File: src/rtl/vex_seq.sv
// vex_seq -- vector execution sequencer.
//
// Accepts one vector instruction at a time and walks its register group
// (N = 1 << lmul registers), one register per cycle.
//   - Drives register-file read addresses for the vs2/vs1/vd groups.
//   - Feeds the vALU from the read data.
//   - Merges the vALU result with the old destination word
//     (tail-undisturbed), then writes it back one cycle later.
//
// Ports
//   clk, rst                      clock, asynchronous active-high reset
//   issue_valid/issue_ready       instruction handshake
//   issue_op/sew/lmul/vl          op code, element width, group size, length
//   issue_vs1/vs2/vd/scalar       base register indices, scalar operand
//   rf_raddr1..3 / rf_rdata1..3   read ports (vs2, vs1, vd groups)
//   alu_in1/in2/scalar/op/sew     operands and controls to the vALU
//   alu_result                    combinational vALU result
//   rf_we/rf_waddr/rf_wdata       registered write port
//   done/err                      completion pulse; err flags an illegal sew
module vex_seq #(
  parameter  int NREG = 32,
  localparam int RW   = $clog2(NREG)
) (
  input  logic          clk,
  input  logic          rst,
  input  logic          issue_valid,
  output logic          issue_ready,
  input  logic [3:0]    issue_op,
  input  logic [2:0]    issue_sew,
  input  logic [1:0]    issue_lmul,
  input  logic [6:0]    issue_vl,
  input  logic [RW-1:0] issue_vs1,
  input  logic [RW-1:0] issue_vs2,
  input  logic [RW-1:0] issue_vd,
  input  logic [63:0]   issue_scalar,
  output logic [RW-1:0] rf_raddr1,
  output logic [RW-1:0] rf_raddr2,
  output logic [RW-1:0] rf_raddr3,
  input  logic [63:0]   rf_rdata1,
  input  logic [63:0]   rf_rdata2,
  input  logic [63:0]   rf_rdata3,
  output logic [63:0]   alu_in1,
  output logic [63:0]   alu_in2,
  output logic [63:0]   alu_scalar,
  output logic [3:0]    alu_op,
  output logic [2:0]    alu_sew,
  input  logic [63:0]   alu_result,
  output logic          rf_we,
  output logic [RW-1:0] rf_waddr,
  output logic [63:0]   rf_wdata,
  output logic          done,
  output logic          err
);

  typedef enum logic [1:0] {S_IDLE, S_EXEC, S_DRAIN} state_t;

  state_t        state_q;
  logic          ready_q;
  logic [3:0]    op_q;
  logic [2:0]    sew_q;
  logic [1:0]    lmul_q;
  logic [6:0]    vl_q;
  logic [RW-1:0] vs1_q, vs2_q, vd_q;
  logic [63:0]   scalar_q;
  logic [2:0]    k_q;
  logic          rf_we_q;
  logic [RW-1:0] rf_waddr_q;
  logic [63:0]   rf_wdata_q;
  logic          done_q, err_q;

  logic          exec_d;
  logic [2:0]    last_k_d;
  logic [RW-1:0] waddr_d;
  logic [7:0]    vlmax_d, evl_d, base_d;
  logic          we_d;
  logic [63:0]   wdata_d;

  assign exec_d   = (state_q == S_EXEC);
  assign last_k_d = 3'((4'd1 << lmul_q) - 4'd1);
  assign waddr_d  = vd_q + RW'(k_q);

  // Read addresses and vALU operands are live only while executing.
  assign rf_raddr1  = exec_d ? (vs2_q + RW'(k_q)) : {RW{1'b0}};
  assign rf_raddr2  = exec_d ? (vs1_q + RW'(k_q)) : {RW{1'b0}};
  assign rf_raddr3  = exec_d ? waddr_d : {RW{1'b0}};
  assign alu_in1    = exec_d ? rf_rdata1 : 64'd0;
  assign alu_in2    = exec_d ? rf_rdata2 : 64'd0;
  assign alu_op     = exec_d ? op_q : 4'd0;
  assign alu_sew    = exec_d ? sew_q : 3'd0;
  assign alu_scalar = scalar_q;

  assign issue_ready = ready_q;
  assign rf_we       = rf_we_q;
  assign rf_waddr    = rf_waddr_q;
  assign rf_wdata    = rf_wdata_q;
  assign done        = done_q;
  assign err         = err_q;

  // Per-byte activity for register k: the byte belongs to element b>>sew,
  // which is active while k*EPR + element < min(vl, VLMAX).
  always_comb begin
    vlmax_d = 8'd1 << ({1'b0, lmul_q} + (3'd3 - {1'b0, sew_q[1:0]}));
    if ({1'b0, vl_q} < vlmax_d) begin
      evl_d = {1'b0, vl_q};
    end else begin
      evl_d = vlmax_d;
    end
    base_d  = {5'd0, k_q} << (2'd3 - sew_q[1:0]);
    we_d    = (base_d < evl_d);
    wdata_d = rf_rdata3;
    for (int b = 0; b < 8; b++) begin
      if ((base_d + (8'(b) >> sew_q[1:0])) < evl_d) begin
        wdata_d[8*b +: 8] = alu_result[8*b +: 8];
      end else begin
        wdata_d[8*b +: 8] = rf_rdata3[8*b +: 8];
      end
    end
  end

  // Sequencer FSM: instruction latches, group counter and registered outputs.
  always_ff @(posedge clk or posedge rst) begin
    if (rst) begin
      state_q    <= S_IDLE;
      ready_q    <= 1'b1;
      op_q       <= 4'd0;
      sew_q      <= 3'd0;
      lmul_q     <= 2'd0;
      vl_q       <= 7'd0;
      vs1_q      <= {RW{1'b0}};
      vs2_q      <= {RW{1'b0}};
      vd_q       <= {RW{1'b0}};
      scalar_q   <= 64'd0;
      k_q        <= 3'd0;
      rf_we_q    <= 1'b0;
      rf_waddr_q <= {RW{1'b0}};
      rf_wdata_q <= 64'd0;
      done_q     <= 1'b0;
      err_q      <= 1'b0;
    end else begin
      rf_we_q <= 1'b0;
      done_q  <= 1'b0;
      err_q   <= 1'b0;
      case (state_q)
        S_IDLE: begin
          if (issue_valid) begin
            op_q     <= issue_op;
            sew_q    <= issue_sew;
            lmul_q   <= issue_lmul;
            vl_q     <= issue_vl;
            vs1_q    <= issue_vs1;
            vs2_q    <= issue_vs2;
            vd_q     <= issue_vd;
            scalar_q <= issue_scalar;
            k_q      <= 3'd0;
            ready_q  <= 1'b0;
            if (issue_sew > 3'd3) begin
              // Illegal element width: report straight away, no register touched.
              state_q <= S_DRAIN;
              done_q  <= 1'b1;
              err_q   <= 1'b1;
            end else begin
              state_q <= S_EXEC;
            end
          end
        end
        S_EXEC: begin
          rf_we_q    <= we_d;
          rf_waddr_q <= waddr_d;
          rf_wdata_q <= wdata_d;
          if (k_q == last_k_d) begin
            // done lands together with the final write in DRAIN.
            state_q <= S_DRAIN;
            done_q  <= 1'b1;
          end else begin
            k_q <= k_q + 3'd1;
          end
        end
        S_DRAIN: begin
          state_q <= S_IDLE;
          ready_q <= 1'b1;
        end
        default: begin
          state_q <= S_IDLE;
          ready_q <= 1'b1;
        end
      endcase
    end
  end

endmodule

File: config.mk
export PLATFORM = sky130hd
export DESIGN_NAME = vex_seq
export DESIGN_NICKNAME = d
export VERILOG_FILES = /design/src/rtl/vex_seq.sv
export SDC_FILE = /design/constraint.sdc
export NUM_CORES = 1
export LEC_CHECK = 0
export CAP_MARGIN = 20
export CORE_AREA = 3 3 248 250
export CTS_BUF_LIST = sky130_fd_sc_hd__clkbuf_8
export CTS_CLUSTER_DIAMETER = 40
export DETAILED_ROUTE_END_ITERATION = 10
export DIE_AREA = 0 0 251 253
export PLACE_DENSITY = 0.42
export RECOVER_POWER = 100
export SLEW_MARGIN = 40
export SYNTH_ARGS = -nofsm -noshare
export SYNTH_HDL_FRONTEND = slang
export SYNTH_SLANG_ARGS = --single-unit
File: constraint.sdc
create_clock -name clk -period 7.4 [get_ports clk]
set_clock_uncertainty 0.1 [all_clocks]
set_input_delay 1.11 -clock clk [delete_from_list [all_inputs] [get_ports clk]]
set_output_delay 1.11 -clock clk [all_outputs]
set_load 0.01 [all_outputs]
# Yosys cells after proc, flatten, opt, wreduce, memory -nomap -nowiden
# Index checks and enable logic that the tools add are counted.
[word_totals]
ff_bits = 173
latch_bits = 0
mem_bits_rw = 0
rom_bits = 0
in_bits = 354
out_inout_bits = 287
word_cells = 97
memories = 0
[classes]
n_addsub = 16
multipliers = 0
n_div = 0
n_lt_le_gt_ge = 11
eq_ne = 5
n_shift = 11
mux = 31
n_bitwise = 1
reduce_logical = 6
[ops]
columns = ["op", "count"]
rows = [
  ["64-bit 2-to-1 mux", 2],
  ["8-bit < comparator", 9],
  ["8-bit 2-to-1 mux", 9],
  ["8-bit adder", 8],
  ["3-bit by 2-bit right shift with 8-bit output (first input constant)", 4],
  ["1-bit by 2-bit right shift with 8-bit output (first input constant)", 2],
  ["2-bit by 2-bit right shift with 8-bit output (first input constant)", 2],
  ["5-bit by 3-bit adder with 5-bit output", 3],
  ["5-bit 2-to-1 mux", 3],
  ["3-bit 2-to-1 mux", 3],
  ["7-bit by 8-bit < comparator with 1-bit output", 1],
  ["1-bit by 3-bit left shift with 8-bit output (first input constant)", 1],
  ["3-bit by 2-bit left shift with 8-bit output", 1],
  ["1-bit 2-to-1 mux", 6],
  ["2-bit 2-to-1 mux", 3],
  ["3-bit case mux with 2 select lines", 1],
  ["2-bit AND reduction", 3],
  ["4-bit 2-to-1 mux", 1],
  ["2-bit != test (second input constant)", 2],
  ["1-bit case mux with 2 select lines", 2],
  ["2-bit case mux with 2 select lines", 1],
  ["2-bit by 3-bit adder with 3-bit output", 1],
  ["3-bit by 1-bit adder with 3-bit output (second input constant)", 1],
  ["3-bit == test", 1],
  ["11 further kinds", 11],
]

# Logic depth before layout (Yosys ltp)
# Gate-level depths: netlist (run 1).
[depth]
depth_word = 7
depth_mapped = 23
depth_no_buf = 20

# Least setup slack after synthesis (run 1)
# OpenSTA, ideal clock, no wires.
[synth_timing]
path_type = "register to register"
start = "register sew_q[0]"
end = "register rf_wdata_q[16] (netlist: rf_wdata[16])"
setup_time_ns = 0.136
t_arrival_ns = 4.939
t_required_ns = 7.164
path_slack_ns = 2.225
path_stages_with_launch = 21
path_buffers = 3
synth_period_minus_slack_ns = 5.175
path_cell_list = "dfrtp_1 clkbuf_1 inv_1 ha_1 inv_1 fa_1 buf_2 or3b_1 ha_1 a21o_1 a221oi_2 o21ai_0 nand2_1 o21a_1 ha_1 a2111o_1 a31oi_1 a31o_2 buf_2 mux2i_1 o21ai_0"
[synth_between]
elab_chain_len = 7
elab_cells_between_ends = 11
cone_classes = "4 x add/sub; 2 x order compare; 3 x shift; 2 x mux"
[synth_lines]
columns = ["element", "line", "source"]
rows = [
  ["start: declaration", "60", "logic [2:0] sew_q;"],
  ["start signal: assignment", "147", "sew_q <= issue_sew;"],
  ["2-bit by 2-bit subtractor with 3-bit output", "102", "vlmax_d = 8'd1 << ({1'b0, lmul_q} + (3'd3 - {1'b0, sew_q[1:0]}));"],
  ["2-bit by 3-bit adder with 3-bit output", "102", ""],
  ["1-bit by 3-bit left shift with 8-bit output", "102", ""],
  ["7-bit by 8-bit < comparator with 1-bit output", "103", "if ({1'b0, vl_q} < vlmax_d) begin"],
  ["8-bit 2-to-1 mux", "103", ""],
  ["8-bit < comparator *", "112", "if ((base_d + (8'(b) >> sew_q[1:0])) < evl_d) begin"],
  ["8-bit 2-to-1 mux *", "112", ""],
  ["end signal: assignment", "169", "rf_wdata_q <= wdata_d;"],
  ["end: declaration", "68", "logic [63:0] rf_wdata_q;"],
]
# Mark *: on every way between the ends. The rest lies on a longest branch, timed or not.
# A chain may end at the register's enable or synchronous reset.

# Worst setup path after layout (run 1)
[layout_timing]
start = "register sew_q[0]"
end = "register rf_wdata_q[45] (netlist: rf_wdata[45])"
# The elaborated chain is that of the path after synthesis.

==> metrics.csv, run 1 <==
metric;value;unit
run status;finished, violations left;
Worst-Margin Slew;4837;ps
Clock Pin Slew Worst Setup and Hold Paths;100;ps
Final ANT Viol Nets;0;
TNS Setup;0;ps
Die Ht;253;µm
asr flop ratio synth;1.000;
VDD IR-drop max;0.2694;mV
Crit Path Category;register to register;
DIE AREA;63500;µm²
Max Slew Vio Count;367;
initial antenna violation count;14;
post-route minimum period;6338;ps
gr usage total;0.1706;
# setup viols final;0;
leading area contributor after synthesis;dfrtp_1;
cell area after synthesis;10720;µm²
Power Dens Cells;495.1;nW/µm²
R2R Setup Slk;1060;ps
TritonCTS Sinks;173;
Seq cells post-synth;173;
Post-Route Utilization;0.3097;
most common flop cell mapped by yosys;dfrtp_1;
first-pass GRT wire length;80070;µm
Required @ worst endpoint;7770;ps
overall power;9.085;mW
post-synth top area share;0.4014;
WL per Instance;20.76;µm
CTS tree;done;
Area after DPL;17980;µm²
hold_buf cts;0;
Final HPWL DP;44060;µm
drt drc;0;
# rows;89;
DRT iter0 DRCs;460;
Clk Tree Root Cell;clkbuf_8;
RSZ-0062 raised after global routing;false;
area growth from synthesis to layout;71.12;%
sequential-to-total area share from yosys stat;0.4039;
MaxCap Viol Count;5;
largest net degree at the start of global routing;115;
WP data arrival;6700;ps
multi-input logic area;6072;µm²
Cells after DPL;2641;
Ys Warns;0;
GRT overflow;0;
fmax;157.8;MHz
period utilization;0.8565;
Starting Density;0.1810;
sequential cell area;4330;µm²
post-route insts no fill;2678;
Syn Inst Count;1288;
Hold WC Path Type;register to register;
Final Hold Viols;0;
Setup crit end kind;register;
Horiz. Die Dim;251;µm
failing checks;max-capacitance violations, max-slew violations;
cts bufs inserted;17;
core area;59240;µm²
post-CTS setup buffers;0;
H-tree levels;4;
synthesized area per cell;8.325;µm²
worst skew pair latency;550;ps
layout cells sized above 1;0.03367;
DR vias;11400;
clock tree buffer depth;2;
number of synthesized flops with an enable pin;0;
post-cts sizing count;0;
top cells by area, synth;dfrtp_1 (40%), nand2_1 (11%), and2_1 (8.4%);
Startpoint Class;register;
num ports;641;
leakage;7.921;nW
Buffers on Ports;640;
Unique masters post-synth;62;
worst-path fanout max;16;
placer congestion estimate;0.8874;
final wirelength;55610;µm
Pre-Repair DR Iteration Count;5;
nets@finish;2315;
relative slew slack;-2.225;
FILL cells;6300;
most common cell in the synthesized netlist;nand2_1;
vias in the first global route;11580;
Post-Layout Inst Area;18350;µm²
via/cell ratio;4.256;
Post-synth top cells;nand2_1 (301), dfrtp_1 (172), and2_1 (144), nor2_1 (92), o21ai_0 (72);
==> critical path, stage by stage (launching register included) <==
cell and delay, ps:
dfrtp_1 650, inv_1 250, ha_1 250, inv_1 70, fa_1 530, or3b_1 480, ha_1 320, a21o_1 190
a221oi_1 440, o21ai_0 150, nand2_1 260, a21o_1 420, inv_1 430, ha_1 360, a2111oi_0 630, o21a_1 370
o21ai_0 130, a31oi_1 210
==> metal layers <==
layer	global-route usage	up-vias	routed length, µm
met4	0.05006	14	1137
met2	0.2625	375	25010
li1	-	5608	-
met1	0.2167	5341	24180
met3	0.07406	59	5182
met5	0	-	95
==> stage by stage <==
step	hold slack, ps	setup WS, ps
2_1_floorplan	337.4	1503
3_3_place_gp	353.0	1430
3_5_place_dp	355.9	1377
4_1_cts	379.8	1326
5_1_grt	404.9	487.4
6_report	374.3	1062
==> kinds of logic (layout without fill, tap and decap cells) <==
kind of cell | Yosys count | count (layout) | share of synthesized area
DFF | 173 | 173 | 0.4039
AOI/OAI and AO/OA | 247 | 247 | 0.1490
buffers and inverters | 86 | 697 | 0.03127
xor gates and xnor gates | 29 | 29 | 0.02369
adders and majority gates | 74 | 74 | 0.08903
muxes | 13 | 13 | 0.01225
other | 1 | 7 | 0.0003497
and+or+nand+nor | 665 | 665 | 0.2905
==> flip-flops by register name, summed over array words and instances, names as in the netlist, 2 cells and up <==
register and count:
alu_scalar 64, k_q 3, lmul_q 2, op_q 4
rf_waddr 5, rf_wdata 64, sew_q 3, state_q 2
vd_q 5, vl_q 7, vs1_q 5, vs2_q 5
==> power by group <==
| group | internal [mW] | switching [mW] | leakage [nW] |
|---|---|---|---|
| logic | 2.64 | 3.97 | 5.63 |
| clock network | 0.340 | 0.423 | 0.220 |
| registers | 1.42 | 0.304 | 2.08 |
==> area by class of cell <==
cell class	instances	area share
repair buffers	653	0.3546
multi-input cells	1031	0.3309
flip-flops and latches	173	0.2360
well taps	773	0.05271
clock buffers	17	0.01275
clock inverters	15	0.01002
inverters	12	0.002455
diodes	4	0.0005455
==> final timing paths <==
path	to	startpoint	cells after the start
setup / recovery	rf_wdata[45]	sew_q[0]	17
hold / removal	op_q[1]	op_q[1]	2
setup reg to reg	rf_wdata[45]	sew_q[0]	17
hold reg to reg	op_q[1]	op_q[1]	2
max in group asynchronous	rf_wdata[28]	rst	2
min in group asynchronous	alu_scalar[7]	rst	2
==> placed cells by master, fill, tap and decap left out, types with 11 or more instances in the layout <==
master / instances
inv_1: 12
mux2i_1: 12
xnor2_1: 18
nor2b_1: 11
clkbuf_8: 18
and3_1: 13
nand3_1: 65
a21o_1: 15
xor2_1: 11
ha_1: 69
o21ai_0: 75
and2_1: 48
nand2_1: 300
a21oi_1: 35
nor2_1: 91
o21a_1: 12
clkdlybuf4s50_1: 449
dlygate4sd3_1: 191
dfrtp_1: 172
and2_0: 98
a31oi_1: 54
No activity file was read; power rests on OpenSTA's default activity.
==> run 2, diff against run 1 <==
--- a/config.mk
+++ b/config.mk
@@ -5,7 +5,6 @@
 export SDC_FILE = /design/constraint.sdc
 export NUM_CORES = 1
 export LEC_CHECK = 0
-export CAP_MARGIN = 20
 export CORE_AREA = 3 3 248 250
 export CTS_BUF_LIST = sky130_fd_sc_hd__clkbuf_8
 export CTS_CLUSTER_DIAMETER = 40
==> results of run 2 <==
Same layout as run 1: the final DEF is identical, and so are final timing and power.
==> run 3, diff against run 2 <==
--- a/config.mk
+++ b/config.mk
@@ -5,12 +5,12 @@
 export SDC_FILE = /design/constraint.sdc
 export NUM_CORES = 1
 export LEC_CHECK = 0
-export CORE_AREA = 3 3 248 250
+export CORE_AREA = 3 3 247 249
 export CTS_BUF_LIST = sky130_fd_sc_hd__clkbuf_8
 export CTS_CLUSTER_DIAMETER = 40
 export DETAILED_ROUTE_END_ITERATION = 10
-export DIE_AREA = 0 0 251 253
-export PLACE_DENSITY = 0.42
+export DIE_AREA = 0 0 250 252
+export PLACE_DENSITY = 0.44
 export RECOVER_POWER = 100
 export SLEW_MARGIN = 40
 export SYNTH_ARGS = -nofsm -noshare
==> constraint.sdc (replaced) <==
create_clock -name clk -period 5.2 [get_ports clk]
set_clock_uncertainty 0.1 [all_clocks]
set_input_delay 0.78 -clock clk [delete_from_list [all_inputs] [get_ports clk]]
set_output_delay 0.78 -clock clk [all_outputs]
set_load 0.01 [all_outputs]
==> run 3 against run 2 <==
Net effect:
- the flow still finishes with violations (max-capacitance violations, max-slew violations)
- sequential share of layout area decreased by 0.15 points
- register-to-register slack worse by 770 ps
- critical path depth increased by 2
- largest power group unchanged
- count of clock-buffer cells in the layout grew 1
- total power rose by 44%
- hold slack gained 4.0 ps
==> metrics.csv, run 3 (same netlist as run 1, synthesis figures left out) <==
metric;value;unit
cts bufs inserted;17;
critical path, cell by cell;inv_1, ha_1, inv_1, fa_1, buf_4, or3_1, ha_1, a21oi_1, and2_1, o21ai_0, nand2_2, nand2_1, o21a_2, buf_4, ha_1, a2111o_1, a211o_1, nand3_1, a31oi_1;
WL per Instance;20.19;µm
GRT met1 Usage;0.2236;
multi-input logic area;6092;µm²
worst setup margin;296.3;ps
largest net degree at the start of global routing;202;
Cells after DPL;2657;
core area;58910;µm²
relative slew slack;-1.230;
Pre-Repair DR Iteration Count;5;
Final Hold Viols;0;
num ports;641;
post-CTS setup buffers;0;
FILL cells;6249;
H-tree levels;4;
period utilization;0.9430;
overall power;13.06;mW
sequential cell area;4330;µm²
Max Slew Vio Count;166;
DIE AREA;63000;µm²
failing checks;max-capacitance violations, max-slew violations;
DR vias;11490;
Die Ht;252;µm
drt drc;0;
final wirelength;54400;µm
placer congestion estimate;0.8336;
TritonCTS Sinks;173;
most frequent cells in the layout;clkdlybuf4s50_1 (422), nand2_1 (299), dlygate4sd3_1 (218);
Setup crit end kind;register;
Global Route met3 Usage;0.05700;
hold_buf cts;0;
Starting Density;0.1820;
worst skew pair latency;570;ps
Crit Path Category;register to register;
switching power total;6.741;mW
worst-path fanout max;10;
Final ANT Viol Nets;0;
leakage;8.080;nW
post-route insts no fill;2694;
Area after DPL;18090;µm²
Power Dens Cells;707.4;nW/µm²
post-route minimum period;4904;ps
initial antenna violation count;14;
Most Frequent Cell on Critical Path;ha_1;
Critical-path top delay cell;a2111o_1;
# rows;89;
Horiz. Die Dim;250;µm
gr usage total;0.1665;
Flop pwr share;0.185;
VDD IR-drop max;0.4095;mV
Clock power frac;0.080;
Int Power;6.320;mW
run status;finished, violations left;
Hold WC Path Type;register to register;
first-pass GRT wire length;78680;µm
leading cell type in the layout, fill and taps excluded;clkdlybuf4s50_1;
RSZ-0062 raised after global routing;false;
Largest stage delay, worst path;470;ps
clock tree buffer depth;2;
Startpoint Class;register;
GRT overflow;0;
GRT busiest layer;met2;
Final HPWL DP;43020;µm
fmax;203.9;MHz
MaxCap Viol Count;2;
WP data arrival;5190;ps
DRT iter0 DRCs;627;
Net Sw Frac;0.5161;
TNS Setup;0;ps
vias in the first global route;11680;
Post-Layout Inst Area;18460;µm²
dpl ws;193.2;ps
# setup viols final;0;
Worst-Margin Slew;3345;ps
grt met2 use;0.2593;
Required @ worst endpoint;5490;ps
post-cts sizing count;0;
nets@finish;2330;
CTS tree;done;
combinational share of power;0.735;
via/cell ratio;4.264;
Clock Pin Slew Worst Setup and Hold Paths;100;ps
area growth from synthesis to layout;72.19;%
Buffers on Ports;640;
Clk Tree Root Cell;clkbuf_8;
layout cells sized above 1;0.04697;
==> run 3: worst max-delay path: cells and delay by family, from the launching register on <==
family	cells	cell delay, ps
flops	1	390
compound gates	6	1530
simple gates	5	1010
buf+inv	4	470
fa+ha+maj	4	1210
==> run 3: per-layer routing <==
metal  vias up  part of all wire
li1       5614                 -
met1      5433              0.45
met2       389              0.46
met3        38             0.084
met4        12            0.0086
met5         -            0.0016
==> run 3: layout make-up <==
type / instances / area share
antenna: 5 / 0.0006776
sequential: 173 / 0.2345
clock inverter: 14 / 0.008403
clock buffer: 18 / 0.01342
multi-input combinational: 1031 / 0.3299
tap: 773 / 0.05238
timing repair buffer: 668 / 0.3581
inverter: 12 / 0.002507
==> run 3: final timing paths <==
| path | slack (ps) | end | from | cells after the start |
|---|---|---|---|---|
| worst max-delay path | 300 | rf_wdata[15] | sew_q[0] | 19 |
| worst min-delay path | 380 | alu_scalar[43] | alu_scalar[43] | 2 |
| worst max register to register | 300 | rf_wdata[15] | sew_q[0] | 19 |
| worst min register to register | 380 | alu_scalar[43] | alu_scalar[43] | 2 |
| max in group asynchronous | 1410 | err | rst | 4 |
| min in group asynchronous | 690 | rf_wdata[41] | rst | 2 |
==> run 3: metrics by stage <==
step / utilization / hold slack, ps
final: 0.3134 / 378.2
after global routing: 0.3133 / 399.8
after CTS: 0.3140 / 387.9
after detailed placement: 0.3071 / 362.0
after floorplan: - / 337.4
after global placement: 0.3067 / 350.6
==> run 3: power by group through the flow <==
| stage | clock [mW] | combinational [mW] | sequential, mW |
|---|---|---|---|
| 6_report | 1.04 | 9.61 | 2.41 |
| 5_1_grt | 1.16 | 10.7 | 2.51 |
| 4_1_cts | 1.10 | 9.97 | 2.45 |
| 3_5_place_dp | 0 | 9.92 | 2.46 |
| 3_3_place_gp | 0 | 9.85 | 2.45 |
| 2_1_floorplan | 0 | 5.62 | 2.63 |
